File: src/rtl/bomb_place_ctrl.sv
// Bomb-placement request generator: validates each player's bomb press, holds the
// request until a bomb tick consumes it, then enforces a per-player tick cooldown.
module bomb_place_ctrl #(
    parameter int COOLDOWN_TICKS = 2,
    parameter int CNT_W          = 3
) (
    input  logic         clk,
    input  logic         rst,
    input  logic         bomb_tick,
    input  logic         btnA_bomb,
    input  logic         btnB_bomb,
    input  logic [3:0]   playerAx,
    input  logic [3:0]   playerAy,
    input  logic [3:0]   playerBx,
    input  logic [3:0]   playerBy,
    input  logic [1:0]   healthA,
    input  logic [1:0]   healthB,
    input  logic [1:0]   game_state,
    input  logic [99:0]  i_curBombMap_0,
    input  logic [99:0]  i_curBombMap_1,
    output logic [3:0]   bombA_x,
    output logic [3:0]   bombA_y,
    output logic [3:0]   bombB_x,
    output logic [3:0]   bombB_y,
    output logic         bombA_v,
    output logic         bombB_v,
    output logic         rejA,
    output logic         rejB,
    output logic         busyA,
    output logic         busyB
);

    typedef enum logic [1:0] {IDLE, PENDING, COOLDOWN} state_t;

    state_t           state [2];
    logic [CNT_W-1:0] cnt [2];
    logic [3:0]       px [2];
    logic [3:0]       py [2];
    logic [3:0]       bx [2];
    logic [3:0]       by [2];
    logic [1:0]       hp [2];
    logic [1:0]       btn, btnPrev, press, alive, legal, accept, reqValid, rejPulse;
    logic             sameCell;

    assign btn   = {btnB_bomb, btnA_bomb};
    assign px[0] = playerAx;
    assign py[0] = playerAy;
    assign px[1] = playerBx;
    assign py[1] = playerBy;
    assign hp[0] = healthA;
    assign hp[1] = healthB;

    // The map is only indexed once both coordinates are known to be 1..8 (index <= 88).
    function automatic logic placeOk(input logic [3:0] x, input logic [3:0] y);
        logic [6:0] idx;
        logic       ok;
        idx = '0;
        ok  = 1'b0;
        if (x >= 4'd1 && x <= 4'd8 && y >= 4'd1 && y <= 4'd8) begin
            idx = 7'(x) * 7'd10 + 7'(y);
            ok  = !(i_curBombMap_0[idx] || i_curBombMap_1[idx]);
        end
        return ok;
    endfunction

    always_comb begin
        press    = btn & ~btnPrev;
        sameCell = (px[0] == px[1]) && (py[0] == py[1]);
        alive[0] = (game_state == 2'd0) && (hp[0] != 2'd0);
        alive[1] = (game_state == 2'd0) && (hp[1] != 2'd0);
        legal[0] = alive[0] && placeOk(px[0], py[0]) &&
                   !(state[1] == PENDING && bx[1] == px[0] && by[1] == py[0]);
        legal[1] = alive[1] && placeOk(px[1], py[1]) &&
                   !(state[0] == PENDING && bx[0] == px[1] && by[0] == py[1]);
        // A wins a same-cycle race for the same cell.
        accept[0] = press[0] && state[0] == IDLE && legal[0];
        accept[1] = press[1] && state[1] == IDLE && legal[1] && !(accept[0] && sameCell);
    end

    always_ff @(posedge clk) begin
        if (rst) begin
            btnPrev  <= '0;
            reqValid <= '0;
            rejPulse <= '0;
            for (int p = 0; p < 2; p++) begin
                state[p] <= IDLE;
                cnt[p]   <= '0;
                bx[p]    <= '0;
                by[p]    <= '0;
            end
        end else begin
            btnPrev  <= btn;
            rejPulse <= press & ~accept;
            for (int p = 0; p < 2; p++) begin
                case (state[p])
                    IDLE: begin
                        if (accept[p]) begin
                            state[p]    <= PENDING;
                            reqValid[p] <= 1'b1;
                            bx[p]       <= px[p];
                            by[p]       <= py[p];
                        end
                    end
                    PENDING: begin
                        if (!alive[p]) begin
                            state[p]    <= IDLE;
                            reqValid[p] <= 1'b0;
                            cnt[p]      <= '0;
                        end else if (bomb_tick) begin
                            reqValid[p] <= 1'b0;
                            if (COOLDOWN_TICKS == 0) begin
                                state[p] <= IDLE;
                            end else begin
                                state[p] <= COOLDOWN;
                                cnt[p]   <= CNT_W'(COOLDOWN_TICKS);
                            end
                        end
                    end
                    COOLDOWN: begin
                        if (!alive[p]) begin
                            state[p] <= IDLE;
                            cnt[p]   <= '0;
                        end else if (bomb_tick) begin
                            if (cnt[p] <= CNT_W'(1)) begin
                                state[p] <= IDLE;
                                cnt[p]   <= '0;
                            end else begin
                                cnt[p] <= cnt[p] - CNT_W'(1);
                            end
                        end
                    end
                    default: begin
                        state[p]    <= IDLE;
                        reqValid[p] <= 1'b0;
                        cnt[p]      <= '0;
                    end
                endcase
            end
        end
    end

    assign bombA_x = bx[0];
    assign bombA_y = by[0];
    assign bombB_x = bx[1];
    assign bombB_y = by[1];
    assign bombA_v = reqValid[0];
    assign bombB_v = reqValid[1];
    assign rejA    = rejPulse[0];
    assign rejB    = rejPulse[1];
    assign busyA   = (state[0] != IDLE);
    assign busyB   = (state[1] != IDLE);

endmodule
File: config.mk
export PLATFORM = sky130hd
export DESIGN_NAME = bomb_place_ctrl
export DESIGN_NICKNAME = d
export VERILOG_FILES = /design/src/rtl/bomb_place_ctrl.sv
export SDC_FILE = /design/constraint.sdc
export NUM_CORES = 1
export LEC_CHECK = 0
export BUFFER_PORTS_ARGS = -buffer_cell sky130_fd_sc_hd__buf_4
export CAP_MARGIN = 20
export CORE_ASPECT_RATIO = 1.2
export CORE_UTILIZATION = 25
export CTS_CLUSTER_SIZE = 10
export DETAILED_ROUTE_END_ITERATION = 12
export SETUP_SLACK_MARGIN = 0.02
export SLEW_MARGIN = 20
export SYNTH_ARGS = -nofsm -noshare
export SYNTH_HDL_FRONTEND = slang
export SYNTH_SLANG_ARGS = --single-unit
export TNS_END_PERCENT = 100
File: constraint.sdc
create_clock -name clk -period 7.3 [get_ports clk]
set_clock_uncertainty 0.05 [all_clocks]
set_input_delay 2.19 -clock clk [delete_from_list [all_inputs] [get_ports clk]]
set_output_delay 2.19 -clock clk [all_outputs]
set_load 0.05 [all_outputs]
==> results of run 1 <==
[metrics by stage]
| step | instances | power (mW) | worst slack (ps) | utilization |
|---|---|---|---|---|
| global placement | 999 | 0.679 | 1090 | 0.372 |
| finish | 1007 | 0.877 | 1380 | 0.380 |
| global route | 1007 | 0.925 | 1110 | 0.380 |
| detailed placement | 999 | 0.681 | 1050 | 0.372 |
| CTS | 1007 | 0.877 | 1330 | 0.380 |
| floorplan | 558 | 0.481 | 1830 | - |
[worst max-delay path by stage]
stage,endpoint,slack (ps),startpoint,cells after the start
2_1_floorplan,bx[0][4]$_SDFFCE_PN0P_,1830,playerBx[0],9
3_3_place_gp,bx[0][7]$_SDFFCE_PN0P_,1090,playerBx[0],10
3_5_place_dp,bx[0][7]$_SDFFCE_PN0P_,1050,playerBx[0],10
4_1_cts,bx[0][7]$_SDFFCE_PN0P_,1330,playerBx[0],10
5_1_grt,bx[0][7]$_SDFFCE_PN0P_,1110,playerBx[0],10
6_report,bx[0][7]$_SDFFCE_PN0P_,1380,playerBx[0],10
[placed cells by master, fill, tap and decap left out, types with 5 or more instances in the layout]
cell / count
and2_1: 19
nor3b_1: 6
o21ai_0: 21
o311ai_0: 5
xnor2_1: 14
buf_4: 252
a21oi_1: 28
clkbuf_16: 5
nor2_1: 98
a211oi_1: 17
nor4_1: 12
nor3_1: 73
mux4_2: 15
a2111oi_0: 27
xor2_1: 24
nand4_1: 9
dfxtp_1: 7
a211o_1: 5
ha_1: 15
nand2_1: 12
edfxtp_1: 25
inv_1: 14
[metal layers]
layer,vias to the layer above,part of all wire
met5,-,0.0018
met4,6,0.031
met3,43,0.098
met2,315,0.50
met1,2558,0.37
li1,2606,-
[flip-flops by register name, summed over array words and instances, names as in the netlist]
register	cells
by	8
state	4
bx	8
btnPrev	2
reqValid	2
cnt	6
rejPulse	2
[kinds of logic (layout without fill, tap and decap cells)]
| logic type | after synthesis | after routing | share of synthesized area |
|---|---|---|---|
| compound gates | 140 | 140 | 0.227 |
| xor+xnor | 41 | 41 | 0.0842 |
| fa+ha+maj | 21 | 21 | 0.0659 |
| buf+inv | 47 | 276 | 0.0473 |
| flops | 32 | 32 | 0.201 |
| mux | 17 | 17 | 0.0845 |
| simple gates | 260 | 260 | 0.290 |
[report_power, final]
| part | switching (mW) | leakage, nW | total [mW] | internal, mW |
|---|---|---|---|---|
| registers | 0.00648 | 0.319 | 0.212 | 0.205 |
| clock network | 0.0682 | 0.0655 | 0.193 | 0.125 |
| logic | 0.259 | 2.36 | 0.472 | 0.212 |
[final cells by class]
class                      count  area [um2]  share of cell area
multi-input combinational    479        3350               0.506
timing repair buffer         253        1910               0.289
sequential                    32         891               0.134
tap                          220         275              0.0416
clock buffer                   7         133              0.0200
inverter                      15        56.3             0.00850
clock inverter                 1        3.75            0.000567
==> metrics.txt, run 1 <==
status=complete, no violations; crit-path max FO=15; Pre-Repair DR Iteration Count=5; port bufs=248; main area contributors after synthesis=edfxtp_1 17%, nor2_1 8.3%, nor3_1 8.2%; reg-to-reg slack, setup=4540 ps; Mean Syn Cell Area=7.96 um2; Final ANT Viol Nets=0; delay-heaviest family, CP=adder cells; DP HPWL=16,700 um; max cap viols=0; register area share after synthesis=0.201; crit path kind=in -> reg; gr busiest metal=met2; core area=17,400 um2; area delta synth->final=49.1%; Post-Synthesis Net Count=806; Slew HR=0.422; Reg2Reg Depth=8; critical path's largest stage delay=920 ps; synth warn=0; Syn Inst Count=558; Sink Count=32; DR DRC count=0; Final Hold Vio Count=0; Yosys cell types=62; wire length of the first global-routing pass=29,600 um; Worst-Margin Slew=863 ps; CP Launch Type=input port; met1 Use GR=0.253; Clock Pin Slew Worst Setup and Hold Paths=50 ps; synth cell count leaders=98 x nor2_1, 73 x nor3_1, 28 x a21oi_1; EDFF count, synth=25; Hold Path Sink=rejPulse[1]$_SDFF_PP0_; max frequency=0.169 GHz; worst hold slack=372 ps; die height=148 um; minimum clock period=5920 ps; CTS root buf=clkbuf_16; setup TNS=0 ps; Hold Path Stages=1; # IOs=249; # nets final=1,034; starting density of the core=0.255; Min-Delay Startpoint=btnPrev[1]$_SDFF_PP0_; met3 usage=0.0478; post-CTS sizing=0; Yosys top cell area share=0.169; Area after DPL=6490 um2; CP Capture Type=flip-flop; CTS Buffer Depth=2; RSZ-0062 raised after global routing=false; Required @ worst endpoint=7190 ps; crit path buf inv count=2; DIE AREA=18,300 um2; total CTS buffers=5; FF-to-FF Start=by[0][1]$_SDFFCE_PN0P_; Critical R2R Capture=bx[0][7]$_SDFFCE_PN0P_; Final Instance Area=6620 um2; crit-path cells=buf_4 -> ha_2 -> fa_1 -> inv_1 -> a2111oi_0 -> or4_1 -> o21ai_1 -> or4b_4 -> o21bai_2 -> nand2b_1; count of final max-slew check failures=0; Clk Latency, worst-skew pair=270 ps; H-tree levels=2; n_diodes=0; Power Density=132 nW/um2; ys async rst share=0; Synth Flop Type=edfxtp_1; initial antenna violation count=3; total track usage=0.216; # setup viols final=0; CTS tree=yes; register bit count reported by yosys=32; M2 GR Usage=0.381; vias per cell=5.49; via count=5,528; largest area contributor in the netlist=edfxtp_1; routed len/inst=19.9 um; largest net degree at the start of global routing=51; fillers=1,864; Worst EP arrival=5810 ps; Starting DRT DRC Count=401; Post-CTS Setup Inserts=0; Leak Pwr=2.75 nW; Hold Buf Count CTS=0; count leader, synth=nor2_1; Cell Rows=53; Peak VDD IR=83.5 uV; slowest CP cell=fa_1; Die W=124 um; Tcrit/Tclk final=0.812; routed wire length=20,000 um; Post-Syn Area=4440 um2; vias in the first global route=5,461; total grt overflow=0; gpl congestion=0.919; share of post-route cells with drive strength above 1=0.366; hold crit path type=reg -> reg
No activity file was read; power rests on OpenSTA's default activity.
==> inputs of run 2 (changes only) <==
==> constraint.sdc (replaced) <==
create_clock -name clk -period 5.9 [get_ports clk]
set_clock_uncertainty 0.05 [all_clocks]
set_input_delay 1.77 -clock clk [delete_from_list [all_inputs] [get_ports clk]]
set_output_delay 1.77 -clock clk [all_outputs]
set_load 0.05 [all_outputs]
==> run 2 against run 1 <==
  * Non-clock buffer count rose by 6
  * Die area unchanged
  * Worst setup slack got worse by 890 ps
  * Power is 26% higher
  * Routed wire length down 1.4%
  * Clock-buffer cell count is the same
  * Cell count grew 0.60%
  * Critical path depth stayed put
  * Sequential power increased by 24%
  * Clock power grew 27%
  * Core utilization up 0.34 points
  * First-iteration DRC count decreased by 9.2%
  * Largest cell class unchanged
==> metrics.txt, run 2 (synthesis gave the netlist of run 1 again) <==
CTS Buffer Depth=2 (unchanged); initial antenna violation count=2 (was 3); setup TNS=0 ps (unchanged); max cap viols=0 (unchanged); Starting DRT DRC Count=364 (was 401); routed wire length=19,700 um (was 20,000 um); area occupied by multi-input gates=3350 um2 (unchanged); placed cell count=1,005 (was 999); Worst EP arrival=5300 ps (was 5810 ps); Final ANT Viol Nets=0 (unchanged); crit path kind=in -> reg (unchanged); largest net degree at the start of global routing=47 (was 51); Leak Pwr=2.78 nW (was 2.75 nW); RSZ-0062 raised after global routing=false (unchanged); wire length of the first global-routing pass=29,300 um (was 29,600 um); DR DRC count=0 (unchanged); port bufs=248 (unchanged); total track usage=0.213 (was 0.216); core area=17,400 um2 (unchanged); total grt overflow=0 (unchanged); Comb power frac=0.542 (was 0.538); count of final max-slew check failures=0 (unchanged); sequential power share=0.236 (was 0.242); starting density of the core=0.255 (unchanged); CTS root buf=clkbuf_16 (unchanged); die height=148 um (unchanged); Sw Ratio=0.383 (was 0.381); Slew HR=0.476 (was 0.422); reg-to-reg slack, setup=3230 ps (was 4540 ps); commonest non-fill, non-tap cell in the layout=buf_4 (unchanged); hold crit path type=reg -> reg (unchanged); Required @ worst endpoint=5790 ps (was 7190 ps); Die W=124 um (unchanged); # IOs=249 (unchanged); gpl congestion=0.897 (was 0.919); Cell Rows=53 (unchanged); Pre-Repair DR Iteration Count=6 (was 5); vias per cell=5.33 (was 5.49); most frequent cells in the layout=257 x buf_4, 98 x nor2_1, 73 x nor3_1 (was 252 x buf_4, 98 x nor2_1, 73 x nor3_1); area delta synth->final=50.5% (was 49.1%); Peak VDD IR=93.5 uV (was 83.5 uV); Clock power frac=0.222 (was 0.220); Final Hold Vio Count=0 (unchanged); slowest CP cell=mux4_1 (was fa_1); Hold Buf Count CTS=0 (unchanged); Worst-Margin Slew=786 ps (was 863 ps); vias in the first global route=5,384 (was 5,461); share of post-route cells with drive strength above 1=0.372 (was 0.366); Power Density=166 nW/um2 (was 132 nW/um2); CTS tree=yes (unchanged); H-tree levels=2 (unchanged); worst hold slack=370 ps (was 372 ps); minimum clock period=5410 ps; crit-path max FO=8 (was 15); Sink Count=32 (unchanged); total CTS buffers=5 (unchanged); DIE AREA=18,300 um2 (unchanged); register area=891 um2 (unchanged); critical path's largest stage delay=650 ps (was 920 ps); internal power=0.684 mW (was 0.543 mW); via count=5,402 (was 5,528); Clock Pin Slew Worst Setup and Hold Paths=50 ps (about the same); post-CTS sizing=0 (unchanged); Clk Latency, worst-skew pair=280 ps (was 270 ps); CP Capture Type=flip-flop (unchanged); Psw=0.425 mW (was 0.334 mW); Non-Filler Instances=1,013 (was 1,007); biggest registers after layout=bx (8), by (8), cnt (6) (unchanged); Post-CTS Setup Inserts=0 (unchanged); n_diodes=0 (unchanged); delay-heaviest family, CP=simple AND/OR/NAND/NOR gates (was adder cells); crit path buf inv count=1 (was 2); # setup viols final=0 (unchanged); crit-path cells=buf_4 -> ha_1 -> ha_1 -> xnor2_1 -> mux4_1 -> o21ai_1 -> o21ai_1 -> or4b_4 -> o21bai_2 -> nand2b_1 (was buf_4 -> ha_2 -> fa_1 -> inv_1 -> a2111oi_0 -> or4_1 -> o21ai_1 -> or4b_4 -> o21bai_2 -> nand2b_1); status=complete, no violations (unchanged); DP HPWL=16,400 um (was 16,700 um); routed len/inst=19.5 um (was 19.9 um); Tcrit/Tclk final=0.917; # nets final=1,040 (was 1,034); fillers=1,834 (was 1,864); CP Launch Type=input port (unchanged); max frequency=0.185 GHz
==> run 2: cell types whose count changed in the layout (fill, tap and decap cells not counted), sizes merged <==
| cell | previous run | this run |
|---|---|---|
| buf | 253 | 259 |
==> run 2: worst paths after layout <==
check / startpoint / end / depth (start not counted)
hold reg to reg: btnPrev[1]$_SDFF_PP0_ / rejPulse[1]$_SDFF_PP0_ / 1
hold / removal: btnPrev[1]$_SDFF_PP0_ / rejPulse[1]$_SDFF_PP0_ / 1
setup reg to reg: state[1][1]$_DFFE_PP_ / bx[0][7]$_SDFFCE_PN0P_ / 6
setup / recovery: playerBx[0] / bx[0][7]$_SDFFCE_PN0P_ / 10
==> run 2: final cells by class <==
| cell class | instances | area share |
|---|---|---|
| Clock buffer | 7 | 0.0198 |
| Clock inverter | 1 | 0.000749 |
| Inverter | 15 | 0.00843 |
| Multi-Input combinational cell | 479 | 0.502 |
| Sequential cell | 32 | 0.133 |
| Tap cell | 220 | 0.0412 |
| Timing Repair Buffer | 259 | 0.295 |
==> run 2: layer usage <==
metal	vias up	global-route usage	share of wire
li1	2620	-	-
met1	2457	0.248	0.38
met2	287	0.383	0.51
met3	34	0.0494	0.095
met4	4	0.0542	0.020
met5	-	0	0.0013
==> run 2: per-stage QoR <==
| step | setup slack [ps] | instance area, um2 | power (mW) | util |
|---|---|---|---|---|
| after floorplan | 853 | 4440 | 0.595 | - |
| after global placement | 169 | 6550 | 0.858 | 0.375 |
| after detailed placement | 138 | 6550 | 0.860 | 0.375 |
| after CTS | 412 | 6680 | 1.10 | 0.383 |
| after global routing | 298 | 6680 | 1.17 | 0.383 |
| final | 488 | 6680 | 1.11 | 0.383 |
==> run 2: power groups by stage <==
| stage | registers (mW) | clock network [mW] | logic [mW] |
|---|---|---|---|
| floorplan | 0.284 | 0 | 0.312 |
| global placement | 0.266 | 0 | 0.591 |
| detailed placement | 0.266 | 0 | 0.593 |
| CTS | 0.262 | 0.246 | 0.597 |
| global route | 0.263 | 0.256 | 0.650 |
| finish | 0.262 | 0.246 | 0.601 |
